==> src/rtl/fft_pkg.sv <==
// Shared FFT types and helpers: sample types used by every pipeline stage,
// the FSM state enums of the reorder stage, and the bit-reversal helper.
package fft_pkg;

  localparam int FPT_W = 32;
  localparam int MAX_N = 16;

  typedef logic signed [FPT_W-1:0] fpt;
  typedef fpt [1:0] cpx;

  typedef enum logic {WR_IDLE, WR_FILL} wr_state_t;
  typedef enum logic {RD_IDLE, RD_DRAIN} rd_state_t;

  // Reverses the low n bits of k; bits at and above n come back as zero.
  function automatic logic [MAX_N-1:0] bitrev(input logic [MAX_N-1:0] k, input int n);
    logic [MAX_N-1:0] r;
    logic [MAX_N-1:0] kk;
    r  = '0;
    kk = k;
    for (int i = 0; i < MAX_N; i++) begin
      if (i < n) begin
        r  = (r << 1) | {{(MAX_N-1){1'b0}}, kk[0]};
        kk = kk >> 1;
      end
    end
    return r;
  endfunction

endpackage

==> src/rtl/fft_pingpong_ram.sv <==
// Two-bank frame buffer for the bit-reversal stage: one write port and one
// registered read port, each selecting its own bank.
module fft_pingpong_ram #(
  parameter int N = 3,
  parameter int W = 32
) (
  input  logic           clk,
  input  logic           reset_n,
  input  logic           we,
  input  logic           wr_bank,
  input  logic [N-1:0]   wr_addr,
  input  logic [2*W-1:0] wr_data,
  input  logic           rd_en,
  input  logic           rd_bank,
  input  logic [N-1:0]   rd_addr,
  output logic [2*W-1:0] rd_data
);

  localparam int M = 1 << N;

  logic [2*W-1:0] mem [0:2*M-1];

  always_ff @(posedge clk) begin
    if (we) mem[{wr_bank, wr_addr}] <= wr_data;
  end

  // The read register is the stage output, so it clears on reset and holds when idle.
  always_ff @(posedge clk or negedge reset_n) begin
    if (!reset_n) rd_data <= '0;
    else if (rd_en) rd_data <= mem[{rd_bank, rd_addr}];
  end

endmodule

==> src/rtl/fft_bitrev_reorder.sv <==
// Final R2SDF stage: buffers each bit-reversed frame in one bank while the
// previous frame is read out of the other bank in natural order.
module fft_bitrev_reorder
  import fft_pkg::*;
#(
  parameter int N = 3,
  parameter int W = 32
) (
  input  logic           clk,
  input  logic           reset_n,
  input  logic [2*W-1:0] ip,
  input  logic           start_ip,
  output logic [2*W-1:0] op,
  output logic           op_valid,
  output logic           start_op,
  output logic [N-1:0]   op_idx,
  output logic           frame_err
);

  localparam logic [N-1:0] LAST = '1;

  wr_state_t    wr_state;
  logic [N-1:0] wr_cnt;
  logic         wr_bank;
  logic         wr_last;
  logic         rd_go;
  logic         rd_go_bank;

  rd_state_t    rd_state;
  logic [N-1:0] rd_cnt;
  logic         rd_bank;
  logic         rd_issue;

  logic         ram_we;
  logic         ram_wr_bank;
  logic [N-1:0] ram_wr_addr;
  logic         ram_rd_bank;
  logic [N-1:0] ram_rd_addr;

  assign wr_last = (wr_state == WR_FILL) && (wr_cnt == LAST);

  // A start pulse always lands at address 0; on the last write it opens the next bank.
  always_comb begin
    ram_we      = (wr_state == WR_FILL) || start_ip;
    ram_wr_bank = (wr_last && start_ip) ? ~wr_bank : wr_bank;
    ram_wr_addr = start_ip ? '0 : N'(bitrev(MAX_N'(wr_cnt), N));
  end

  always_ff @(posedge clk or negedge reset_n) begin
    if (!reset_n) begin
      wr_state   <= WR_IDLE;
      wr_cnt     <= '0;
      wr_bank    <= 1'b0;
      rd_go      <= 1'b0;
      rd_go_bank <= 1'b0;
      frame_err  <= 1'b0;
    end else begin
      rd_go     <= 1'b0;
      frame_err <= 1'b0;
      case (wr_state)
        WR_IDLE: begin
          if (start_ip) begin
            wr_cnt   <= N'(1);
            wr_state <= WR_FILL;
          end
        end
        WR_FILL: begin
          if (wr_cnt == LAST) begin
            wr_bank    <= ~wr_bank;
            rd_go      <= 1'b1;
            rd_go_bank <= wr_bank;
            if (start_ip) begin
              wr_cnt <= N'(1);
            end else begin
              wr_cnt   <= '0;
              wr_state <= WR_IDLE;
            end
          end else if (start_ip) begin
            frame_err <= 1'b1;
            wr_cnt    <= N'(1);
          end else begin
            wr_cnt <= wr_cnt + N'(1);
          end
        end
        default: wr_state <= WR_IDLE;
      endcase
    end
  end

  // Sample 0 is read on the same clock rd_go arrives, which saves a cycle of latency.
  always_comb begin
    rd_issue    = (rd_state == RD_DRAIN) || rd_go;
    ram_rd_bank = (rd_state == RD_DRAIN) ? rd_bank : rd_go_bank;
    ram_rd_addr = (rd_state == RD_DRAIN) ? rd_cnt : '0;
  end

  always_ff @(posedge clk or negedge reset_n) begin
    if (!reset_n) begin
      rd_state <= RD_IDLE;
      rd_cnt   <= '0;
      rd_bank  <= 1'b0;
      op_valid <= 1'b0;
      start_op <= 1'b0;
      op_idx   <= '0;
    end else begin
      op_valid <= rd_issue;
      start_op <= rd_issue && (ram_rd_addr == '0);
      if (rd_issue) op_idx <= ram_rd_addr;
      case (rd_state)
        RD_IDLE: begin
          if (rd_go) begin
            rd_bank  <= rd_go_bank;
            rd_cnt   <= N'(1);
            rd_state <= RD_DRAIN;
          end
        end
        RD_DRAIN: begin
          if (rd_cnt == LAST) begin
            rd_cnt <= '0;
            if (rd_go) rd_bank  <= rd_go_bank;
            else       rd_state <= RD_IDLE;
          end else begin
            rd_cnt <= rd_cnt + N'(1);
          end
        end
        default: rd_state <= RD_IDLE;
      endcase
    end
  end

  fft_pingpong_ram #(.N(N), .W(W)) u_ram (
    .clk     (clk),
    .reset_n (reset_n),
    .we      (ram_we),
    .wr_bank (ram_wr_bank),
    .wr_addr (ram_wr_addr),
    .wr_data (ip),
    .rd_en   (rd_issue),
    .rd_bank (ram_rd_bank),
    .rd_addr (ram_rd_addr),
    .rd_data (op)
  );

endmodule

==> config.mk <==
export PLATFORM = sky130hd
export DESIGN_NAME = fft_bitrev_reorder
export DESIGN_NICKNAME = d
export VERILOG_FILES = /design/src/rtl/fft_pkg.sv /design/src/rtl/fft_pingpong_ram.sv /design/src/rtl/fft_bitrev_reorder.sv
export SDC_FILE = /design/constraint.sdc
export NUM_CORES = 1
export LEC_CHECK = 0
export ABC_AREA = 1
export CORE_MARGIN = 2
export CORE_UTILIZATION = 43
export CTS_BUF_LIST = sky130_fd_sc_hd__clkbuf_8 sky130_fd_sc_hd__clkbuf_16
export CTS_CLUSTER_DIAMETER = 200
export DETAILED_ROUTE_END_ITERATION = 8
export PLACE_DENSITY = 0.67
export SYNTH_ARGS = -nofsm -noshare
export SYNTH_HDL_FRONTEND = slang
export SYNTH_SLANG_ARGS = --single-unit
==> constraint.sdc <==
create_clock -name clk -period 5.9 [get_ports clk]
set_clock_uncertainty 0.05 [all_clocks]
set_input_delay 1.18 -clock clk [delete_from_list [all_inputs] [get_ports clk]]
set_output_delay 1.18 -clock clk [all_outputs]
set_load 0.02 [all_outputs]
# After elaboration in Yosys (flattened, before gate mapping)

Memory sizes are Yosys's and may differ from the RTL's. A register that Yosys moved wholly into a read port is not among the register bits.
Cells that the tools add are included.

Register bits: 18
Bits in latches: 0
RAM bits: 1024
ROM bits: 0
Bits of input ports: 67
Output and inout port bits: 70
Word-level logic and storage cells: 60
Memories: 1

$add $sub $neg: 2
Multipliers: 0
Div/mod/pow operators: 0
Order comparisons: 0
Eq/ne operators: 5
Shift-type cells: 0
Multiplexer cells: 27
Bitwise gates (word level): 5
Reductions and logical operators: 8

Memories:

| name      | depth | bits a word | rd ports | clocked after memory_dff | wr ports | line                   | source |
|---|---|---|---|---|---|---|---|
| u_ram.mem | 16    | 64          | 1        | 1                        | 1        | fft_pingpong_ram.sv:21 | `logic [2*W-1:0] mem [0:2*M-1];` |

Operators by type and width:

| cell                                           | number |
|---|---|
| two-way mux 3 bit                              | 7 |
| two-way mux 1 bit                              | 15 |
| case mux 3 bit (2 select lines)                | 2 |
| adder 3 x 1 -> 3 bit (second input constant)   | 2 |
| == test 3 bit (second input constant)          | 2 |
| case mux 1 bit (2 select lines)                | 3 |
| != test 2 bit (second input constant)          | 2 |
| logical AND 1 bit                              | 3 |
| zero test 3 bit                                | 1 |
| inverter 1 bit                                 | 3 |
| bitwise OR 3 x 1 -> 3 bit                      | 1 |
| logical OR 1 bit                               | 2 |
| != test 2 x 1 -> 1 bit (second input constant) | 1 |
| bitwise OR 2 x 1 -> 2 bit                      | 1 |
| AND reduction 2 bit                            | 1 |
| zero test 1 bit                                | 1 |

# Logic depth before layout (Yosys ltp)

Gate-level depths: netlist of the first run.

Depth after elaboration: 4
Gate-level depth with buffers: 12
Mapped depth without buffers: 9

# Cells and area by module

From an unflattened synthesis of the first run, not the netlist that was laid out.

Cells, all modules: 3744
Area, all modules: 44422.6 um^2

Modules (own cells, without submodules):

| module             | instances | cells each | area an instance (um^2) | sequential area each (um^2) |
|---|---|---|---|---|
| fft_pingpong_ram   | 1         | 3650       | 43570.5                 | 32351.0 |
| fft_bitrev_reorder | 1         | 94         | 852.1                   | 450.4 |

# Least setup slack after synthesis of the first run

OpenSTA, ideal clock, no wires.

Path kind: input to register
Start point: input port start_ip
End point: memory u_ram.mem[10][0] (netlist bit) (enable)
Setup time: 0.486 ns
Arrival time: 4.423 ns
Data required time: 5.364 ns
Path slack: 0.941 ns
Stages: 4
Path buffers: 0
Path through: inv_1 o21ai_0 or2_2 nor2_1

Cells in the longest elaborated chain, start to end: 3
Elaborated cells on any way between the ends: 6
Those cells by class: mux (4); reduce/logical (2)

Ends and longest elaborated chain:

| what                                    | line                     | source |
|---|---|---|
| from (decl)                             | fft_bitrev_reorder.sv:12 | `input logic start_ip,` |
| logical OR 1 bit                        | fft_bitrev_reorder.sv:44 | `ram_we = (wr_state == WR_FILL) \|\| start_ip;` |
| two-way mux 1 bit                       | fft_pingpong_ram.sv:24   | `if (we) mem[{wr_bank, wr_addr}] <= wr_data;` |
| two-way mux 1 bit (not written as such) | fft_pingpong_ram.sv:24   |  |
| to (decl)                               | fft_pingpong_ram.sv:21   |  |

Parallel ways exist; a longest one is shown, timed or not.

# Worst setup path after layout of the first run

Start point: register rd_state
End point: register u_ram.rd_data[17], read port of u_ram.mem

Cells in the longest elaborated chain, start to end: 1
Elaborated cells on any way between the ends: 3
Those cells by class: mux (2); reduce/logical (1)

Ends and longest elaborated chain:

| what                                      | line                      | source |
|---|---|---|
| from (decl)                               | fft_bitrev_reorder.sv:29  | `rd_state_t rd_state;` |
| from (signal assigned)                    | fft_bitrev_reorder.sv:99  | `rd_state <= RD_IDLE;` |
| from (signal assigned)                    | fft_bitrev_reorder.sv:114 | `rd_state <= RD_DRAIN;` |
| from (signal assigned)                    | fft_bitrev_reorder.sv:121 | `else rd_state <= RD_IDLE;` |
| two-way mux 3 bit (tied with other cells) | fft_bitrev_reorder.sv:94  | `ram_rd_addr = (rd_state == RD_DRAIN) ? rd_cnt : '0;` |
| to (decl)                                 | fft_pingpong_ram.sv:16    | `output logic [2*W-1:0] rd_data` |

Parallel ways exist; a longest one is shown, timed or not.
A chain may end at the register's enable or synchronous reset.

==> metrics.yaml, run 1 <==
slowest_delay_ns: 0.90
crit_chain: "buf_4 > nand2_1 > o21ai_4 > buf_4 > nand3_1 > nand2_1 > nand2_1 > nand2_1"
hold_viol: 0
hold_buffers: 0
dr.pass1.iters: 6
cpLargestDelayFamily: "buffers and inverters"
grt_first_pass_wirelength_um: 185000
wl_met1_um: 51000
routedWlPerCell_um: 19.3
fp.dieH_um: 338
synth_cells: 4647
drc: 0
critPathMaxFanout: 78
finalWirelength_um: 122000
gp_congestion: 0.774
worst_path_most_repeated_cell: "nand2_1"
final_cell_mix: "nand3_1, inv_1, nand2_1, edfxtp_1, clkdlybuf4s50_1"
final_max_slew_viol_count: 0
pre_cts_ws_ns: 1.63
synth.ff_latch_count: 1106
postRouteAntennaNets: 0
seqCellArea_um2: 32800
grt_max_degree: 209
hp-class: "reg -> reg"
crit_buf_inv: 2
grt.total_usage_pct: 21.3
gr-total-overflow: 0
setup_viol: 0
start_util_pct: 43.3
post_cts_resized: 0
syn-num-nets: 4718
cts_setup_buffers: 0
nFillCells: 9678
htree_levels: 3
cts_num_sinks: 1106
first_iter_violations: 3111
clock_latency_ns: 0.71
irDropWorstVdd_mv: 0.524
rows: 122
wl_met2_um: 58900
post-route-min-period_ns: 3.54
cp-end-kind: "register"
drive_above_1_share_pct: 5.28
yosysSeqAreaShare_pct: 68.5
die-width_um: 338
core_um2: 111000
nNetsFinal: 4764
avgSynthCellArea_um2: 10.3
antenna_found_initial: 9
dr.max_layer_used: "met5"
synth_area_um2: 47900
place_hpwl_um: 60200
p_leak_nw: 23.9
cts_tree: "yes"
status: "finished, final reports clean"
cellPowerDensity_nw_per_um2: 446
route.met3.wl_um: 8840
fin_setup_tns_ns: 0
grt_pass1_vias: 31376
period_share_pct: 60.0
area_delta_synth_final_pct: 13.8
cp.required_ns: 6.50
root_buffer: "clkbuf_16"
ios: 137
die-area_um2: 114000
yosysWarnings: 0
cp_data_arrival_time_ns: 4.14
relSlewSlack_pct: 19.7
final_common_cell: "nand3_1"
startpoint_type: "register"
clk_path_buf_depth: 3
rsz0062_at_grt: "false"
fmax_mhz: 283
synth_cell_types: 25
tightest_slew_ns: 1.20
numCtsBuffers: 111
path_class: "reg -> reg"
cp_slowest_cell: "buf_4"
clkTransAtPathRegs_ns: 0.06
multiInputGateArea_um2: 10100
portBuffers: 136
maxCapViolCount: 0
vias: 32173
fin_ws_ns: 2.36
viasPerCell: 5.12
-- path summary, 6_finish.rpt --
kind | slack (ns) | from | cells after the start | endpoint
worst max register to register | 2.36 | rd_state | 8 | u_ram.rd_data[17]
max in group asynchronous | 4.09 | reset_n | 2 | u_ram.rd_data[30]
worst min register to register | 0.42 | op_idx[2] | 2 | op_idx[2]
min in group asynchronous | 0.46 | reset_n | 1 | u_ram.rd_data[25]
worst max-delay path | 2.36 | rd_state | 8 | u_ram.rd_data[17]
worst min-delay path | 0.42 | op_idx[2] | 2 | op_idx[2]
-- per-layer routing --
layer | vias up | track usage, %
li1 | 15127 | -
met1 | 15556 | 28.4
met2 | 1290 | 36.0
met3 | 194 | 3.09
met4 | 6 | 6.28
met5 | - | 0
-- worst min-delay path: cells and delay by family, from the launching register on --
family	cells	cell delay [ns]
flops	1	0.35
simple gates	2	0.09
-- through the flow --
| stage | cell area (um^2) | hold WS [ns] | power [mW] | utilization (%) | instances |
|---|---|---|---|---|---|
| detailed placement | 50700 | 0.414 | 17.2 | 45.8 | 6068 |
| floorplan | 47900 | 0.403 | 14.6 | - | 4647 |
| finish | 54500 | 0.423 | 24.3 | 49.3 | 6284 |
| global route | 54500 | 0.452 | 25.5 | 49.3 | 6283 |
| global placement | 50700 | 0.410 | 17.1 | 45.8 | 6068 |
| CTS | 54500 | 0.430 | 24.4 | 49.3 | 6279 |
-- cell usage after synthesis (all sizes together) --
| master | number | share of area (%) |
|---|---|---|
| a21oi | 1 | 0.010 |
| a22o | 2 | 0.037 |
| buf | 194 | 2.0 |
| clkbuf | 61 | 0.48 |
| clkinv | 1 | 0.0078 |
| dfrtp | 82 | 4.3 |
| edfxtp | 1024 | 64 |
| ha | 4 | 0.10 |
| inv | 1040 | 8.2 |
| nand2 | 1028 | 8.1 |
| nand3 | 1171 | 12 |
| nor2 | 22 | 0.18 |
| nor3 | 2 | 0.021 |
| nor4 | 1 | 0.013 |
| o21a | 1 | 0.016 |
| o21ai | 10 | 0.10 |
| o21bai | 1 | 0.016 |
| or2 | 1 | 0.013 |
| xor2 | 1 | 0.018 |
-- layout make-up --
class | count | share of cell area [%]
clock inverter | 80 | 1.34
sequential | 1106 | 60.2
clock buffer | 131 | 5.65
multi-input combinational | 2245 | 18.6
inverter | 1041 | 7.21
timing repair buffer | 188 | 3.51
tap | 1488 | 3.42
antenna | 5 | 0.0230
-- power breakdown --
group / internal, mW / total (mW) / leakage [nW] / switching [mW]
registers: 9.46 / 9.83 / 10.3 / 0.368
clock network: 4.23 / 7.23 / 1.97 / 3.00
logic: 2.05 / 7.24 / 11.6 / 5.19
-- sequential cells by signal, summed over array words and instances, names as in the netlist --
register / cells
wr_bank: 1
rd_cnt: 3
op_valid: 1
op_idx: 3
wr_cnt: 3
u_ram.mem: 1024
u_ram.rd_data: 64
start_op: 1
rd_state: 1
frame_err: 1
wr_state: 1
rd_go: 1
rd_bank: 1
rd_go_bank: 1
-- cell families (layout without fill, tap and decap cells) --
family,count (synthesis),count (layout),share of synthesized area (%)
XOR/XNOR,1,1,0.0183
AND/OR/NAND/NOR,2225,2225,20.5
flip-flops,1106,1106,68.5
other,0,5,0
AO/OA/AOI/OAI,15,15,0.183
buffers and inverters,1296,1440,10.6
adder cells (fa/ha/maj),4,4,0.105
No activity file was read; power rests on OpenSTA's default activity.
==> run 2, diff against run 1 <==
- clock period: 5.9 -> 3.64 ns (I/O delays scaled with it)
==> metrics.yaml, run 2 (synthesis gave the netlist of run 1 again) <==
status: "finished, final reports clean"  # unchanged
final_common_cell: "nand3_1"  # unchanged
cellPowerDensity_nw_per_um2: 717  # was 446 nW/um^2
fp.dieH_um: 338  # unchanged
place_hpwl_um: 62800  # was 60200 um
ios: 137  # unchanged
cts_tree: "yes"  # unchanged
fmax_mhz: 364
dr.pass1.iters: 5  # was 6
r2r-start: "wr_cnt[1]"  # was rd_state
routedWlPerCell_um: 19.5  # was 19.3 um
irDropWorstVdd_mv: 0.730  # was 0.524 mV
area_delta_synth_final_pct: 14.4  # was 13.8%
vias: 32412  # was 32173
gp_congestion: 0.788  # was 0.774
fin_util_pct: 49.6  # was 49.3%
post_cts_resized: 0  # unchanged
regMostFlops: "u_ram.mem"  # unchanged
die-width_um: 338  # unchanged
nNetsFinal: 4780  # was 4764
clock_latency_ns: 0.71  # about the same
critPathMaxFanout: 27  # was 78
root_buffer: "clkbuf_16"  # unchanged
reg_top3: "u_ram.mem (1024), u_ram.rd_data (64)"  # unchanged
finalWirelength_um: 123000  # was 122000 um
placed_cell_area_um2: 51100  # was 50700 um^2
cts_setup_buffers: 0  # unchanged
final_max_slew_viol_count: 0  # unchanged
tightest_slew_ns: 1.14  # was 1.20 ns
hold_buffers: 0  # unchanged
hp-class: "in -> async"  # was reg -> reg
drc: 0  # unchanged
relSlewSlack_pct: 23.9  # was 19.7%
first_iter_violations: 3268  # was 3111
nFillCells: 9781  # was 9678
htree_levels: 3  # unchanged
gr-total-overflow: 0  # unchanged
cp-end-kind: "register"  # unchanged
portBuffers: 136  # unchanged
setup_viol: 0  # unchanged
rows: 122  # unchanged
grt_max_degree: 209  # unchanged
crit_start: "start_ip"  # was rd_state
post-route-min-period_ns: 2.75
p_leak_nw: 24.0  # was 23.9 nW
period_share_pct: 75.6
grt_first_pass_wirelength_um: 187000  # was 185000 um
maxCapViolCount: 0  # unchanged
core_um2: 111000  # unchanged
drive_above_1_share_pct: 5.51  # was 5.28%
cp_data_arrival_time_ns: 3.03  # was 4.14 ns
path_class: "in -> reg"  # was reg -> reg
grt.total_usage_pct: 21.5  # was 21.3%
cp.required_ns: 3.92  # was 6.50 ns
grt_pass1_vias: 31141  # was 31376
postRouteAntennaNets: 0  # unchanged
die-area_um2: 114000  # unchanged
numCtsBuffers: 112  # was 111
hold_viol: 0  # unchanged
start_util_pct: 43.3  # unchanged
largest_reg_flops: 1024  # unchanged
clkTransAtPathRegs_ns: 0.06  # about the same
viasPerCell: 5.15  # was 5.12
rsz0062_at_grt: "false"  # unchanged
cts_num_sinks: 1106  # unchanged
antenna_found_initial: 7  # was 9
clk_path_buf_depth: 3  # unchanged
final_cell_mix: "nand3_1, inv_1, nand2_1, edfxtp_1, clkdlybuf4s50_1"  # unchanged
startpoint_type: "input pin"  # was register
fin_area_um2: 54800  # was 54500 um^2
-- run 2: cell count changes in the layout (fill, tap and decap cells not counted), sizes merged --
cell and change:
diode -2, inv -1, clkinvlp -1, buf +15, bufinv -4, clkinv +12, clkbuf -4
-- run 2: cell type report --
type                       count  area, um^2  area share, %
sequential                  1106       32800           59.9
multi-input combinational   2245       10100           18.5
inverter                    1041        3930           7.17
clock buffer                 127        3020           5.52
timing repair buffer         203        2340           4.27
tap                         1488        1860           3.40
clock inverter                86         657           1.20
antenna                        3        7.51         0.0137
-- run 2: per-stage QoR --
stage / instances / total power, mW / setup TNS, ns / hold WS (ns) / worst slack (ns)
after floorplan: 4647 / 23.6 / -259.88 / 0.382 / -1.02
after global placement: 6083 / 28.0 / 0 / 0.408 / 0.118
after detailed placement: 6083 / 28.2 / 0 / 0.408 / 0.150
after CTS: 6296 / 39.5 / 0 / 0.173 / 0.889
after global routing: 6297 / 41.3 / 0 / 0.205 / 0.782
final: 6299 / 39.3 / 0 / 0.166 / 0.889
-- run 2: critical path, stage by stage --
cell	delay (ns)
clkdlybuf4s50_1	0.80
inv_1	0.25
nand2_1	0.10
o21ai_0	0.09
or2_2	0.39
nor2_4	0.14
buf_4	0.48
-- run 2: power by group --
group | internal, mW | switching [mW]
combinational | 3.53 | 8.55
sequential | 15.3 | 0.509
clock | 6.50 | 4.86
total | 25.4 | 13.9
-- run 2: worst paths after layout --
kind,end,slack (ns),depth (start not counted)
setup / recovery,u_ram.mem[9][14],0.89,7
min in group clk,op_idx[1],0.42,2
hold / removal,op_idx[0],0.17,1
max in group asynchronous,u_ram.rd_data[37],2.48,2
hold reg to reg,op_idx[1],0.42,2
setup reg to reg,u_ram.mem[9][14],0.91,8
-- run 2: per-layer routing --
layer  part of all wire [%]  up-vias  global-route usage, %  wire, um
li1                       -    15179                      -         -
met1                     42    15741                   29.5     51600
met2                     48     1293                   35.4     58800
met3                    7.5      193                   3.32      9200
met4                    2.5        6                   6.51      3040
met5                  0.033        -                      0        40
